**config.mk**
```make
export PLATFORM = sky130hd
export DESIGN_NAME = pwm_ramp_controller
export DESIGN_NICKNAME = d
export VERILOG_FILES = /design/src/rtl/pwm_ramp_controller.sv
export SDC_FILE = /design/constraint.sdc
export NUM_CORES = 1
export LEC_CHECK = 0
export CAP_MARGIN = 20
export CORE_MARGIN = 3
export CORE_UTILIZATION = 58
export DETAILED_ROUTE_END_ITERATION = 8
export GPL_TIMING_DRIVEN = 1
export PLACE_DENSITY = 0.86
export SLEW_MARGIN = 20
export SYNTH_ARGS = -nofsm -noshare
export SYNTH_HDL_FRONTEND = slang
export SYNTH_SLANG_ARGS = --single-unit
```
**constraint.sdc**
```tcl
create_clock -name clk -period 4.8 [get_ports clk]
set_input_delay 0.48 -clock clk [delete_from_list [all_inputs] [get_ports clk]]
set_output_delay 0.48 -clock clk [all_outputs]
set_load 0.03 [all_outputs]
```
**src/rtl/pwm_ramp_controller.sv**
```systemverilog
// -----------------------------------------------------------------------------
// pwm_ramp_controller
//   Slew-rate limiter placed between the SPI register bank and pwm_peripheral.
//   The SPI-written target duty is approached in steps of step_size, one step
//   every step_div+1 clock cycles, so software writes never make the PWM jump.
//
//   Optional feature macro: PWM_RAMP_LIMIT_EN
//     defined   -> extra input duty_limit; the effective target becomes
//                  min(target_duty, duty_limit), and a live duty above the
//                  limit is ramped down to it at the normal rate.
//     undefined -> effective target is target_duty.
// -----------------------------------------------------------------------------
module pwm_ramp_controller #(
    parameter int DUTY_W  = 8,
    parameter int PRESC_W = 8
) (
    input  logic               clk,
    input  logic               rst_n,
    input  logic               en,
    input  logic [DUTY_W-1:0]  target_duty,
    input  logic [PRESC_W-1:0] step_div,
    input  logic [DUTY_W-1:0]  step_size,
`ifdef PWM_RAMP_LIMIT_EN
    input  logic [DUTY_W-1:0]  duty_limit,
`endif
    output logic [DUTY_W-1:0]  duty_out,
    output logic               busy,
    output logic               done
);

    typedef enum logic [1:0] {
        IDLE      = 2'd0,
        RAMP_UP   = 2'd1,
        RAMP_DOWN = 2'd2,
        HOLD      = 2'd3
    } state_e;

    state_e               state_q, state_d;
    logic [DUTY_W-1:0]    duty_q, duty_d;
    logic [PRESC_W-1:0]   cnt_q, cnt_d;
    logic                 busy_q, busy_d;
    logic                 done_q, done_d;

    logic [DUTY_W-1:0]    eff_target;
    logic [DUTY_W-1:0]    step_eff;
    logic [DUTY_W:0]      up_sum;
    logic [DUTY_W-1:0]    up_val;
    logic [DUTY_W-1:0]    dn_gap;
    logic [DUTY_W-1:0]    dn_val;
    logic                 in_ramp;
    logic                 tick;

    // Effective target: the SPI target, optionally clipped by the duty limit.
`ifdef PWM_RAMP_LIMIT_EN
    always_comb begin
        eff_target = (duty_limit < target_duty) ? duty_limit : target_duty;
    end
`else
    always_comb begin
        eff_target = target_duty;
    end
`endif

    // Step datapath: saturating up/down candidates that can never pass the target.
    always_comb begin
        step_eff = (step_size == '0) ? DUTY_W'(1) : step_size;
        // One extra bit so duty+step near full scale clamps instead of wrapping.
        up_sum   = {1'b0, duty_q} + {1'b0, step_eff};
        up_val   = (up_sum >= {1'b0, eff_target}) ? eff_target : up_sum[DUTY_W-1:0];
        // Only meaningful when duty_q > eff_target; gap <= step means we land.
        dn_gap   = duty_q - eff_target;
        dn_val   = (dn_gap <= step_eff) ? eff_target : (duty_q - step_eff);
        in_ramp  = (state_q == RAMP_UP) || (state_q == RAMP_DOWN);
        tick     = in_ramp && (cnt_q >= step_div);
    end

    // Next-state logic: direction is re-evaluated against the live target every cycle.
    always_comb begin
        // NOTE: every signal gets a default first so no path leaves it unassigned,
        // which would otherwise infer a latch.
        state_d = state_q;
        duty_d  = duty_q;
        cnt_d   = cnt_q;
        busy_d  = 1'b0;
        done_d  = 1'b0;

        if (!en) begin
            state_d = IDLE;
            duty_d  = '0;
            cnt_d   = '0;
        end else begin
            if (tick) begin
                if (duty_q < eff_target) begin
                    duty_d = up_val;
                end else if (duty_q > eff_target) begin
                    duty_d = dn_val;
                end
            end

            // Prescaler runs only while ramping; outside a ramp it sits at zero,
            // so entry from IDLE/HOLD always starts a fresh step interval.
            if (in_ramp) begin
                cnt_d = tick ? '0 : (cnt_q + PRESC_W'(1));
            end else begin
                cnt_d = '0;
            end

            if (tick && (duty_q != eff_target) && (duty_d == eff_target)) begin
                done_d  = 1'b1;
                state_d = HOLD;
            end else if (duty_d < eff_target) begin
                state_d = RAMP_UP;
            end else if (duty_d > eff_target) begin
                state_d = RAMP_DOWN;
            end else begin
                state_d = HOLD;
            end

            busy_d = (state_d == RAMP_UP) || (state_d == RAMP_DOWN);
        end
    end

    // State and registered outputs; async reset returns everything to idle at once.
    always_ff @(posedge clk or negedge rst_n) begin
        if (!rst_n) begin
            state_q <= IDLE;
            duty_q  <= '0;
            cnt_q   <= '0;
            busy_q  <= 1'b0;
            done_q  <= 1'b0;
        end else begin
            // NOTE: non-blocking assignments so every register samples the
            // pre-edge values regardless of statement order.
            state_q <= state_d;
            duty_q  <= duty_d;
            cnt_q   <= cnt_d;
            busy_q  <= busy_d;
            done_q  <= done_d;
        end
    end

    assign duty_out = duty_q;
    assign busy     = busy_q;
    assign done     = done_q;

endmodule

```
== Word level (Yosys, flattened, before mapping) ==
Index checks and enable logic that the tools add are counted.

* Bits in registers: 20
* Input port bits: 27
* Output and inout port bits: 10
* Word-level logic and storage cells: 47

* Reduce and logical (&&, ||, !) cells: 6
* Mux-type cells: 19
* Order comparisons: 7
* Add/subtract/negate cells: 4
* Equality and inequality tests: 6

{| class="wikitable"
|+ Operators by type and width
! operator !! number
|-
| $mux 8 || 11
|-
| $gt 8x8->1 || 2
|-
| $lt 8x8->1 || 2
|-
| $sub 8x8->8 || 2
|-
| $add 8x8->9 || 1
|-
| $ge 9x8->1 || 1
|-
| $add 8x1->8 const B || 1
|-
| $eq 8x8->1 || 1
|-
| $ge 8x8->1 || 1
|-
| $le 8x8->1 || 1
|-
| $logic_not 8->1 || 1
|-
| $mux 2 || 4
|-
| $ne 8x8->1 || 1
|-
| $eq 2x1->1 const B || 2
|-
| $eq 2x2->1 const B || 2
|-
| $mux 1 || 4
|-
| $logic_and 1x1->1 || 3
|-
| $logic_or 1x1->1 || 2
|}

== Depth between registers and ports, before layout ==
Gate-level depths: netlist of run 1.

* Word-level depth: 16
* Gate-level depth with buffers: 22
* Mapped depth without buffers: 22

== Least setup slack after synthesis of run 1 ==
No wires, ideal clock.

* Path kind: input-to-reg
* Start: input port step_size[6]
* End: register state_q[1]
* Path buffers: 0
* Stages on the path: 20
* Path slack: 0.176 ns
* Arrival time: 4.505 ns
* Data required time: 4.681 ns
* Library setup time: 0.119 ns
* Path through: nor4_1 > a41o_1 > ha_1 > fa_1 > nand2b_1 > a211o_1 > a311oi_1 > ha_1 > and3_1 > a221oi_1 > o21a_1 > nand2_1 > mux2i_1 > o211ai_1 > ha_1 > a21o_1 > a21o_1 > a21oi_1 > o21ai_0 > o21a_1

* Longest elaborated chain between the ends: 13
* Elaborated cells on any way between the ends: 19
* Classes of those cells: 2 x add/sub; 3 x order compare; 1 x eq/ne; 11 x mux; 2 x reduce/logical

{| class="wikitable"
|+ Ends and longest elaborated chain
! what !! line !! source
|-
| start: declaration || 22 || <nowiki>input logic [DUTY_W-1:0] step_size,</nowiki>
|-
| $logic_not 8->1 || 66 || <nowiki>step_eff = (step_size == '0) ? DUTY_W'(1) : step_size;</nowiki>
|-
| $mux 8 (*) || 66 ||
|-
| $add 8x8->9, or another cell as far along || 68 || <nowiki>up_sum = {1'b0, duty_q} + {1'b0, step_eff};</nowiki>
|-
| $ge 9x8->1 or $mux 8 (tied branches) || 69, 72 ||
|-
| $mux 8, on equally long branches || 69, 95 ||
|-
| $mux 8 (*) || 93 || <nowiki>if (duty_q < eff_target) begin</nowiki>
|-
| $mux 8 (*) || 92 || <nowiki>if (tick) begin</nowiki>
|-
| $mux 8 (*) || 87 || <nowiki>if (!en) begin</nowiki>
|-
| $lt 8x8->1 or $eq 8x8->1 (tied branches) || 111, 108 ||
|-
| $mux 2 or $logic_and 1x1->1 (tied branches) || 111, 108 ||
|-
| $mux 2 (*) || 108 || <nowiki>if (tick && (duty_q != eff_target) && (duty_d == eff_target)) begin</nowiki>
|-
| $mux 2 (*) (2 in series) || 87 ||
|-
| via state_d[1] || 38 || <nowiki>state_e state_q, state_d;</nowiki>
|-
| end signal: assignment || 134 || <nowiki>state_q <= state_d;</nowiki>
|-
| end: declaration || 38 ||
|}

Mark *: on every way through the listed nets, which the timed path passes. The rest lies on a longest branch. The select of a mux whose other input is x is not followed.

== Worst setup path in the final report of run 1 ==
* Start: input port step_size[0]
* End: register busy_q (netlist: busy)

* Longest elaborated chain between the ends: 16
* Elaborated cells on any way between the ends: 24
* Classes of those cells: 2 x add/sub; 4 x order compare; 3 x eq/ne; 12 x mux; 3 x reduce/logical

{| class="wikitable"
|+ Ends and longest elaborated chain
! what !! line !! source
|-
| $logic_not 8->1 || 66 ||
|-
| $mux 8 (*) || 66 ||
|-
| $add 8x8->9, or another cell as far along || 68 ||
|-
| $ge 9x8->1 or $mux 8 (tied branches) || 69, 72 ||
|-
| $mux 8, on equally long branches || 69, 95 ||
|-
| $mux 8 (*) || 93 ||
|-
| $mux 8 (*) || 92 ||
|-
| $mux 8 (*) || 87 ||
|-
| $gt 8x8->1 || 113 || <nowiki>end else if (duty_d > eff_target) begin</nowiki>
|-
| $mux 1 || 113 ||
|-
| $mux 2 || 111 || <nowiki>end else if (duty_d < eff_target) begin</nowiki>
|-
| $mux 2 (*) || 108 ||
|-
| $mux 2 (*) || 87 ||
|-
| $eq 2x1->1 or $eq 2x2->1 (tied branches) || 119 || <nowiki>busy_d = (state_d == RAMP_UP) || (state_d == RAMP_DOWN);</nowiki>
|-
| $logic_or 1x1->1 (*) || 119 ||
|-
| $mux 1 (*) || 87 ||
|-
| via busy_d || 41 || <nowiki>logic busy_q, busy_d;</nowiki>
|-
| end signal: assignment || 137 || <nowiki>busy_q <= busy_d;</nowiki>
|-
| end: declaration || 41 ||
|}

Marks and branches as above.

==> results.md, run 1 <==
- The run finished, with violations left.
- The final reports fail on DRC, setup timing.
- The leakage power of the design is 2.18 nW.
- For this run, the post-layout net count is 589.
- The HPWL reported at the end of detailed placement is 8.06 mm.
- The number of hold violations in the final report is 0.
- Sorting the synthesized cells by how often they occur yields 56 x ha_1, 38 x inv_1, 33 x nor2_1.
- The setup clock skew after layout is 1.84 ps.
- The worst hold path belongs to the class register to register.
- The number of optimization iterations in the first detailed-route pass is 9.
- The cell internal power dissipation is 0.388 mW.
- The overall via count from detail_route is 4316.
- The floorplan core area is 0.00491 sq mm.
- The placement row count is 25.
- Of the total power, combinational logic draws 0.512.
- The register bit count reported by yosys is 20.
- The number of I/O port buffers is 36.
- The floorplan step defined a die boundary enclosing 0.00616 sq mm.
- The post-route cell area is 0.00446 sq mm.
- In the routed layout, each cell is associated on average with a via count of 7.57.
- The width of the die is 78.5 um.
- Across every metal layer, demand over resource in global routing totals 0.376.
- The number of pins with negative max-slew slack in the final report was 0.
- Excluding fillers, the count of instances in the completed layout stands at 570.
- The initial antenna violation count came to 1.
- Subtracting the final worst setup slack from the clock period gives 5190 ps.
- Static timing analysis puts the maximum clock frequency at 0.193 GHz.
- The routed wire length is 15.2 mm.
- Routability-driven placement finished with a final weighted congestion of 0.974.
- The number of different library cells used by synthesis comes to 54.
- In the post-route analysis, the smallest setup slack over all paths is -385 ps.
- The switching share of power is 0.382.
- The endpoint type of the worst setup path is a register.
- The layout has 196 filler cells.
- The cell count after synthesis came out at 379.
- The worst slack at placement is -682 ps.
- The number of synthesis warnings is 0.
- Synthesis produced a netlist with a net count of 465.
- The tree is rooted in a clkbuf_8.
- TritonCTS built the clock tree.
- The cell area after placement is 0.00401 sq mm.
- Setup repair after global routing could not meet its margin everywhere.
- In this run, the number of DRC markers left after iteration 0 of detailed routing was 812.
- Once placement completed, the tool counted placed cells totaling 548.
- In this run the vertical extent of the chip is 78.5 um.
- In this run the number of H-tree levels came out at 1.
- The leading area contributor after synthesis is ha_1.
- The number of nets with antenna violations after routing is 0.
- The clock passes through at most 2 buffers.
- The actual slew at the worst max-slew pin is 964 ps.
- 37 I/O pins were placed.
- The critical path goes through clkdlybuf4s50_1, a41o_1, ha_2, fa_2, nand2b_4, a211o_1, a311oi_2, ha_1, and3_4, a221oi_4, o21a_1, nand2_2, buf_4, mux2i_1, o22ai_1, ha_1, a21o_1, a21o_1, a21oi_2, a311oi_2, nor2_1.
- The part of the power in registers is 0.275.
- The area added between synthesis and finish is 46.3%.
- The critical path is of the input port to register type.
- The post-synthesis cell area is 0.00305 sq mm.
- At the later pin of the worst-skew pair, clock insertion delay measures 270 ps.
- The max-capacitance violation count is 0.
- The initial utilization of the core area, before any placement, comes to 0.621.
- Clock tree synthesis found a total of 20 sinks.
- A synthesized cell averages 8.05 sq um.
- The quantity of hold-fixing buffers added after cts is 0.
- At the worst endpoint, the required time is 4980 ps.
- The setup-violating endpoint count in the final report is 4.
- By area the synthesized netlist is led by ha_1 23%, dfrtp_1 16%, inv_1 4.7%, nor2_1 4.1%, a21oi_1 3.1%.
- The pin count of the biggest net entering global routing is 21.
- The most common cell in the synthesized netlist is ha_1.
- The routed length per placed instance is 26.7 um.
- The number of DRC violations after detailed routing is 46.
- Global routing finished with a remaining overflow of 0.
- Counting the buffers created by CTS gives 3.
- The final critical-path share of the clock period is 1.08.
- After clock tree synthesis, the clock-pin slew on the worst setup and hold paths is 80 ps.
- The leading register cell type out of synthesis is dfrtp_1.
- The kind of start point of the critical path is an input port.
- The share of the Yosys chip area taken by registers is 0.164.
- The synthesized design contains 0 enable-type register cells.
- The highest ir drop seen on vdd is 0.111 mV.
- Of the post-synthesis cell area, the dominant cell type holds 0.230.
- In the final layout, the share of cells above drive strength 1 is 0.319.
- The share of total power dissipated in the clock network is 0.214.
- The first global-routing pass estimated 18.6 mm of wire.
- The worst pin sits at a relative slew slack of 0.356.
- For the worst setup path, the data arrival time is 5370 ps.
- The cell area power density is 141 mW/mm^2.
- The switching power is 0.240 mW.
- Of all nets on the critical path, the largest fanout is 4.
- On the worst path, the slowest cell contributes a delay of 500 ps.
- For this run, the share of the core covered by cells in the final layout is 0.909.
- The design draws 0.628 mW.
- For this design, the slowest cell found on the critical path is clkdlybuf4s50_1.
- The number of global-route vias before repair is 3896.
- Of all flip-flops after synthesis, the portion carrying an async set or reset was 1.00.
==> metrics by stage <==
stage | TNS, ps | hold slack, ps
floorplan | 0 | 184
global placement | -1410 | 496
detailed placement | -2390 | 512
CTS | 0 | 529
global route | -2210 | 560
finish | -1380 | 527
==> critical path: cells and delay by family <==
kind	cells	cell delay, ps
buf+inv	2	710
mux	1	250
simple gates	4	570
fa+ha+maj	4	1040
compound gates	10	2300
==> path summary, 6_finish.rpt <==
| kind | start | end | slack [ps] | cells past startpoint |
|---|---|---|---|---|
| hold reg to reg | cnt_q[0]$_DFF_PN0_ | cnt_q[0]$_DFF_PN0_ | 530 | 1 |
| min in group asynchronous | rst_n | done$_DFF_PN0_ | 740 | 1 |
| hold / removal | cnt_q[0]$_DFF_PN0_ | cnt_q[0]$_DFF_PN0_ | 530 | 1 |
| setup reg to reg | duty_out[1]$_DFF_PN0_ | busy$_DFF_PN0_ | -160 | 19 |
| max in group asynchronous | rst_n | duty_out[3]$_DFF_PN0_ | 3470 | 1 |
| setup / recovery | step_size[0] | busy$_DFF_PN0_ | -390 | 21 |
==> state kept, by name, summed over array words and instances, names as in the netlist <==
register and cells:
cnt_q 8, state_q 2, done 1, busy 1
duty_out 8
==> what timing repair did <==
| action | CTS | global route |
|---|---|---|
| setup endpoints to repair | 4 | 4 |
| gates resized for setup | 30 | 57 |
| buffers inserted | 6 | 11 |
| pin swaps | 14 | 50 |
==> power by group through the flow <==
stage          Combinational (mW)  Sequential, mW  Clock (mW)
6_report                    0.322           0.173       0.134
5_1_grt                     0.337           0.173       0.140
4_1_cts                     0.250           0.172       0.129
3_5_place_dp                0.237           0.176           0
3_3_place_gp                0.225           0.175           0
2_1_floorplan               0.120           0.177           0
==> cells in the final DEF, fill, tap and decap left out, types with 3 or more instances in the layout <==
cell,synthesis,final
o21ai_0,19,11
ha_1,56,51
inv_1,38,35
o211ai_1,7,7
nand2b_1,8,7
nand4_1,7,7
inv_2,0,3
a211oi_2,1,5
a211oi_1,7,3
and3_1,7,6
clkbuf_8,0,4
xnor2_1,9,8
nand2_2,0,3
buf_4,0,90
nor2_2,0,4
o21bai_1,3,3
o21a_1,6,6
nor2b_1,7,6
a21oi_2,0,4
nor2_1,33,28
ha_4,0,3
clkdlybuf4s50_1,0,29
xor2_1,9,9
nand3_1,11,11
nand2_1,15,12
or2_2,6,5
a21oi_1,19,15
o21ai_1,0,5
a21o_1,11,11
dfrtp_1,20,20
o21ai_2,0,3
nor3_1,13,11
a31oi_1,4,4
a311oi_2,0,3
a211o_1,6,6
==> layer usage <==
metal	global-route usage	wire (um)
met4	0.206	1750
met2	0.642	6330
met3	0.0860	2130
met5	0	0
met1	0.432	5030
==> final cells by class <==
cell class / count / area [sq um] / area share
antenna: 1 / 2.50 / 0.000561
timing repair buffer: 127 / 1040 / 0.234
tap: 67 / 83.8 / 0.0188
inverter: 39 / 146 / 0.0328
multi-input combinational: 312 / 2630 / 0.589
clock buffer: 4 / 55.1 / 0.0123
sequential: 20 / 500 / 0.112
==> logic make-up after synthesis <==
logic type,Yosys count,share of synthesized area
flip-flops,20,0.164
AO/OA/AOI/OAI,113,0.263
XOR/XNOR,18,0.0517
multiplexers,3,0.00985
adder cells (fa/ha/maj),59,0.249
buffers and inverters,47,0.0595
AND/OR/NAND/NOR,119,0.202
Power figures use the tool's default switching activity.
==> run 2, diff against run 1 <==
- ABC_AREA: unset -> 1
- PLACE_DENSITY: 0.86 -> 0.85
==> results.md, run 2 <==
- The actual slew at the worst max-slew pin is 900 ps (-63.8 ps).
- The detail-routed via count per cell was 5.60 (-26%).
- Of all cell types, the one taking the most synthesized area is ha_1.
- Leaving out fill and tap cells, the most frequent cell in the layout is nand2_1.
- The routed length per placed instance was 14.6 um (-45%).
- The quantity of hold-fixing buffers added after cts came to 0 (unchanged).
- The number of instances in the synthesized netlist is 472 (+25%).
- The number of top-level design ports is 37 (unchanged).
- For this design, the slowest cell found on the critical path is fa_2.
- The fraction of synthesized area in multiplexers was 0 (-0.00985).
- The async set or reset register ratio after synthesis is 1.00 (unchanged).
- The time the worst path needs with I/O delays and setup is 4520 ps (-661 ps).
- The post-synthesis cell area is 0.00315 sq mm (+3.4%).
- The number of synthesis warnings is 0 (unchanged).
- The setup-violating endpoint count in the final report is 0 (-4).
- The initial antenna violation count is 0 (-1).
- Relative to the synthesized area, the layout overhead comes to 26.4%.
- The largest family of logic cells by synthesized area is simple AND/OR/NAND/NOR gates.
- The setup clock skew after layout is 5.96 ps (+4.12 ps).
- The filler-free cell count of the finished design is 610 (+7.0%).
- The fmax is 0.221 GHz (+15%).
- The post-synthesis compound-gate area fraction is 0.127 (-0.136).
- The global-route usage over all layers came to 0.284 (-0.0922).
- The total instance count after detailed placement is 601 (+9.7%).
- The number of sinks on the clock net is 20 (unchanged).
- The count of different cell masters after synthesis is 44 (-19%).
- The highest ir drop seen on vdd is 0.120 mV (+7.8%).
- Ranked by instance count, the synthesized netlist is headed by 119 x nand2_1, 85 x inv_1, 56 x ha_1.
- The initial standard-cell utilization of the core is 0.609 (-0.0116).
- The simple logic cell fraction of the synthesized area is 0.296 (+0.0935).
- The max-capacitance violation count is 0 (unchanged).
- The number of flops mapped to enable cells by yosys was 0 (unchanged).
- The post-synthesis average cell area is 6.68 sq um (-17%).
- The number of antenna repair diodes is 0 (-1).
- The final hold slack was 516 ps (-10.7 ps).
- The worst slew margin relative to its limit is 0.398 (+0.0427).
- The portion of synthesized cell area occupied by the leading cell type came to 0.222 (-0.00748).
- The overflow left after global routing was 0 (unchanged).
- The number of buffers created by CTS is 3 (unchanged).
- The combined area of the multi-input logic cells is 0.00232 sq mm (-12%).
- Counting stages on the worst path, the most repeated cell is nand2_1.
- The maximum cell stage delay along the critical path was 420 ps (-80 ps).
- The clock transition at the registers of the reported paths is 80 ps (about the same).
- The pin count of the biggest net entering global routing was 21 (unchanged).
- The register area share after synthesis is 0.159 (-0.00534).
- The HPWL reported at the end of detailed placement was 7.05 mm (-12%).
- By area the synthesized netlist is led by ha_1 22%, dfrtp_1 16%, nand2_1 14%, inv_1 10%, a21oi_1 6.0%.
- The post-synth net total is 558 (+20%).
- The number of H-tree levels is 1 (unchanged).
- The number of I/O port buffers came to 36 (unchanged).
- STA classifies the critical path endpoint as a register.
- The worst endpoint required time is 4980 ps (about the same).
- The buffering stage count on the worst path with inverters included was 5 (+3).
- The leakage power of the design is 2.36 nW (+8.6%).
- The number of nets in the layout was 627 (+6.5%).
- The clock latency of the later-clocked register in the worst-skew pair is 260 ps (about the same).
- The register bit count reported by yosys is 20 (unchanged).
- The placer's final routability congestion estimate was 0.978 (+0.44%).
- The xor and xnor area share after synthesis is 0.0445 (-0.00724).
- The number of fillers in the final layout came to 402 (+110%).
- STA classifies the critical path startpoint as an input port.
- In the layout the commonest cells are 117 x nand2_1, 82 x inv_1, 54 x ha_1.
- The number of global-route vias before repair is 3289 (-16%).
- Grouping stages by cell kind, the critical path spends the most delay in compound AO/OA/AOI/OAI gates.
- The vertical die dimension is 79.7 um (+1.5%).
- The most used standard cell by instance count after synthesis is nand2_1.
- The arrival time reported for the critical path endpoint is 4710 ps (-660 ps).
- The maximum clock path buffer count is 2 (unchanged).
- The number of nets with antenna violations after routing is 0 (unchanged).
- The placement row count is 26 (+4.0%).
- The first-pass GRT wire length is 14.4 mm (-22%).
- The largest driver fanout on the critical path was 8 (+4).
- The cell area power density was 134 mW/mm^2 (-4.7%).
- The number of pins with negative max-slew slack in the final report was 0 (unchanged).
- The tree is rooted in a clkbuf_8.
- The width of the die is 79.7 um (+1.5%).
- The final critical-path share of the clock period came to 0.943 (-0.138).
- The number of optimization iterations in the first detailed-route pass is 6 (-3).
- The routed wire length came to 8.89 mm (-42%).
- The type of the setup path with the least slack is input port to register.
- The area taken by flip-flops and latches came to 500 sq um (unchanged).
- The number of hold violations in the final report is 0 (unchanged).
- The floorplan core area was 0.00517 sq mm (+5.3%).
- The leading register cell type out of synthesis is dfrtp_1.
- In this run the worst hold path is classified as register to register.
- The area of the die was 0.00635 sq mm (+3.1%).
- The run finished with clean final reports.
- The post-synthesis adder-cell area fraction is 0.241 (-0.00812).
- The CTS tree is done.
- The overall via count from detail_route is 3414 (-21%).
- The layout cell share with drive strength beyond 1 came to 0.163 (-0.156).
- The number of DRC violations after detailed routing is 0 (-100%).
- The DRC marker count from the first detailed-route iteration is 381 (-53%).
run 2: layout make-up:
type	instances	area share
inverter	91	0.0867
sequential	20	0.126
tap	70	0.0220
timing repair buffer	74	0.170
multi-input combinational	351	0.582
clock buffer	4	0.0138
run 2: metrics by stage:
| step | power [mW] | setup WS [ps] | setup TNS (ps) | utilization | cell area (sq um) |
|---|---|---|---|---|---|
| 3_5_place_dp | 0.385 | -223 | -715 | 0.730 | 3770 |
| 4_1_cts | 0.514 | 19.0 | 0 | 0.740 | 3830 |
| 5_1_grt | 0.569 | -40.8 | -61.8 | 0.770 | 3980 |
| 6_report | 0.535 | 276 | 0 | 0.770 | 3980 |
| 2_1_floorplan | 0.307 | 679 | 0 | - | 3150 |
| 3_3_place_gp | 0.378 | -111 | -227 | 0.730 | 3770 |
run 2: kinds of logic (layout without fill, tap and decap cells):
family,count (synthesis),count (layout)
buffers and inverters,101,169
adder cells (fa/ha/maj),59,59
flip-flops,20,20
XOR/XNOR,16,16
AND/OR/NAND/NOR,209,209
AO/OA/AOI/OAI,67,67
run 2: repair_timing:
| item | CTS | global route |
|---|---|---|
| resized for setup | 0 | 30 |
| setup buffers | 0 | 5 |
| endpoints found under the setup margin | 0 | 4 |
run 2: path summary, 6_finish.rpt:
| check | start | end | slack [ps] | cells past startpoint |
|---|---|---|---|---|
| max | step_size[0] | busy$_DFF_PN0_ | 280 | 27 |
| min in group asynchronous | rst_n | cnt_q[5]$_DFF_PN0_ | 720 | 1 |
| min | cnt_q[0]$_DFF_PN0_ | cnt_q[0]$_DFF_PN0_ | 520 | 1 |
| max in group asynchronous | rst_n | state_q[1]$_DFF_PN0_ | 3520 | 1 |
| min reg2reg | cnt_q[0]$_DFF_PN0_ | cnt_q[0]$_DFF_PN0_ | 520 | 1 |
| max reg2reg | duty_out[2]$_DFF_PN0_ | busy$_DFF_PN0_ | 440 | 30 |
run 2: power by group:
part | internal [mW] | switching [mW]
Clock | 0.0731 | 0.0576
Sequential | 0.171 | 0.00201
Combinational | 0.100 | 0.131
run 2: layer usage:
layer | share of wire | GRT usage | routed length (um) | vias to the layer above
met4 | 0.029 | 0.0687 | 262 | 0
li1 | - | - | - | 1648
met5 | 0 | 0 | 0 | -
met3 | 0.080 | 0.0474 | 713 | 41
met2 | 0.48 | 0.486 | 4240 | 179
met1 | 0.41 | 0.371 | 3670 | 1546
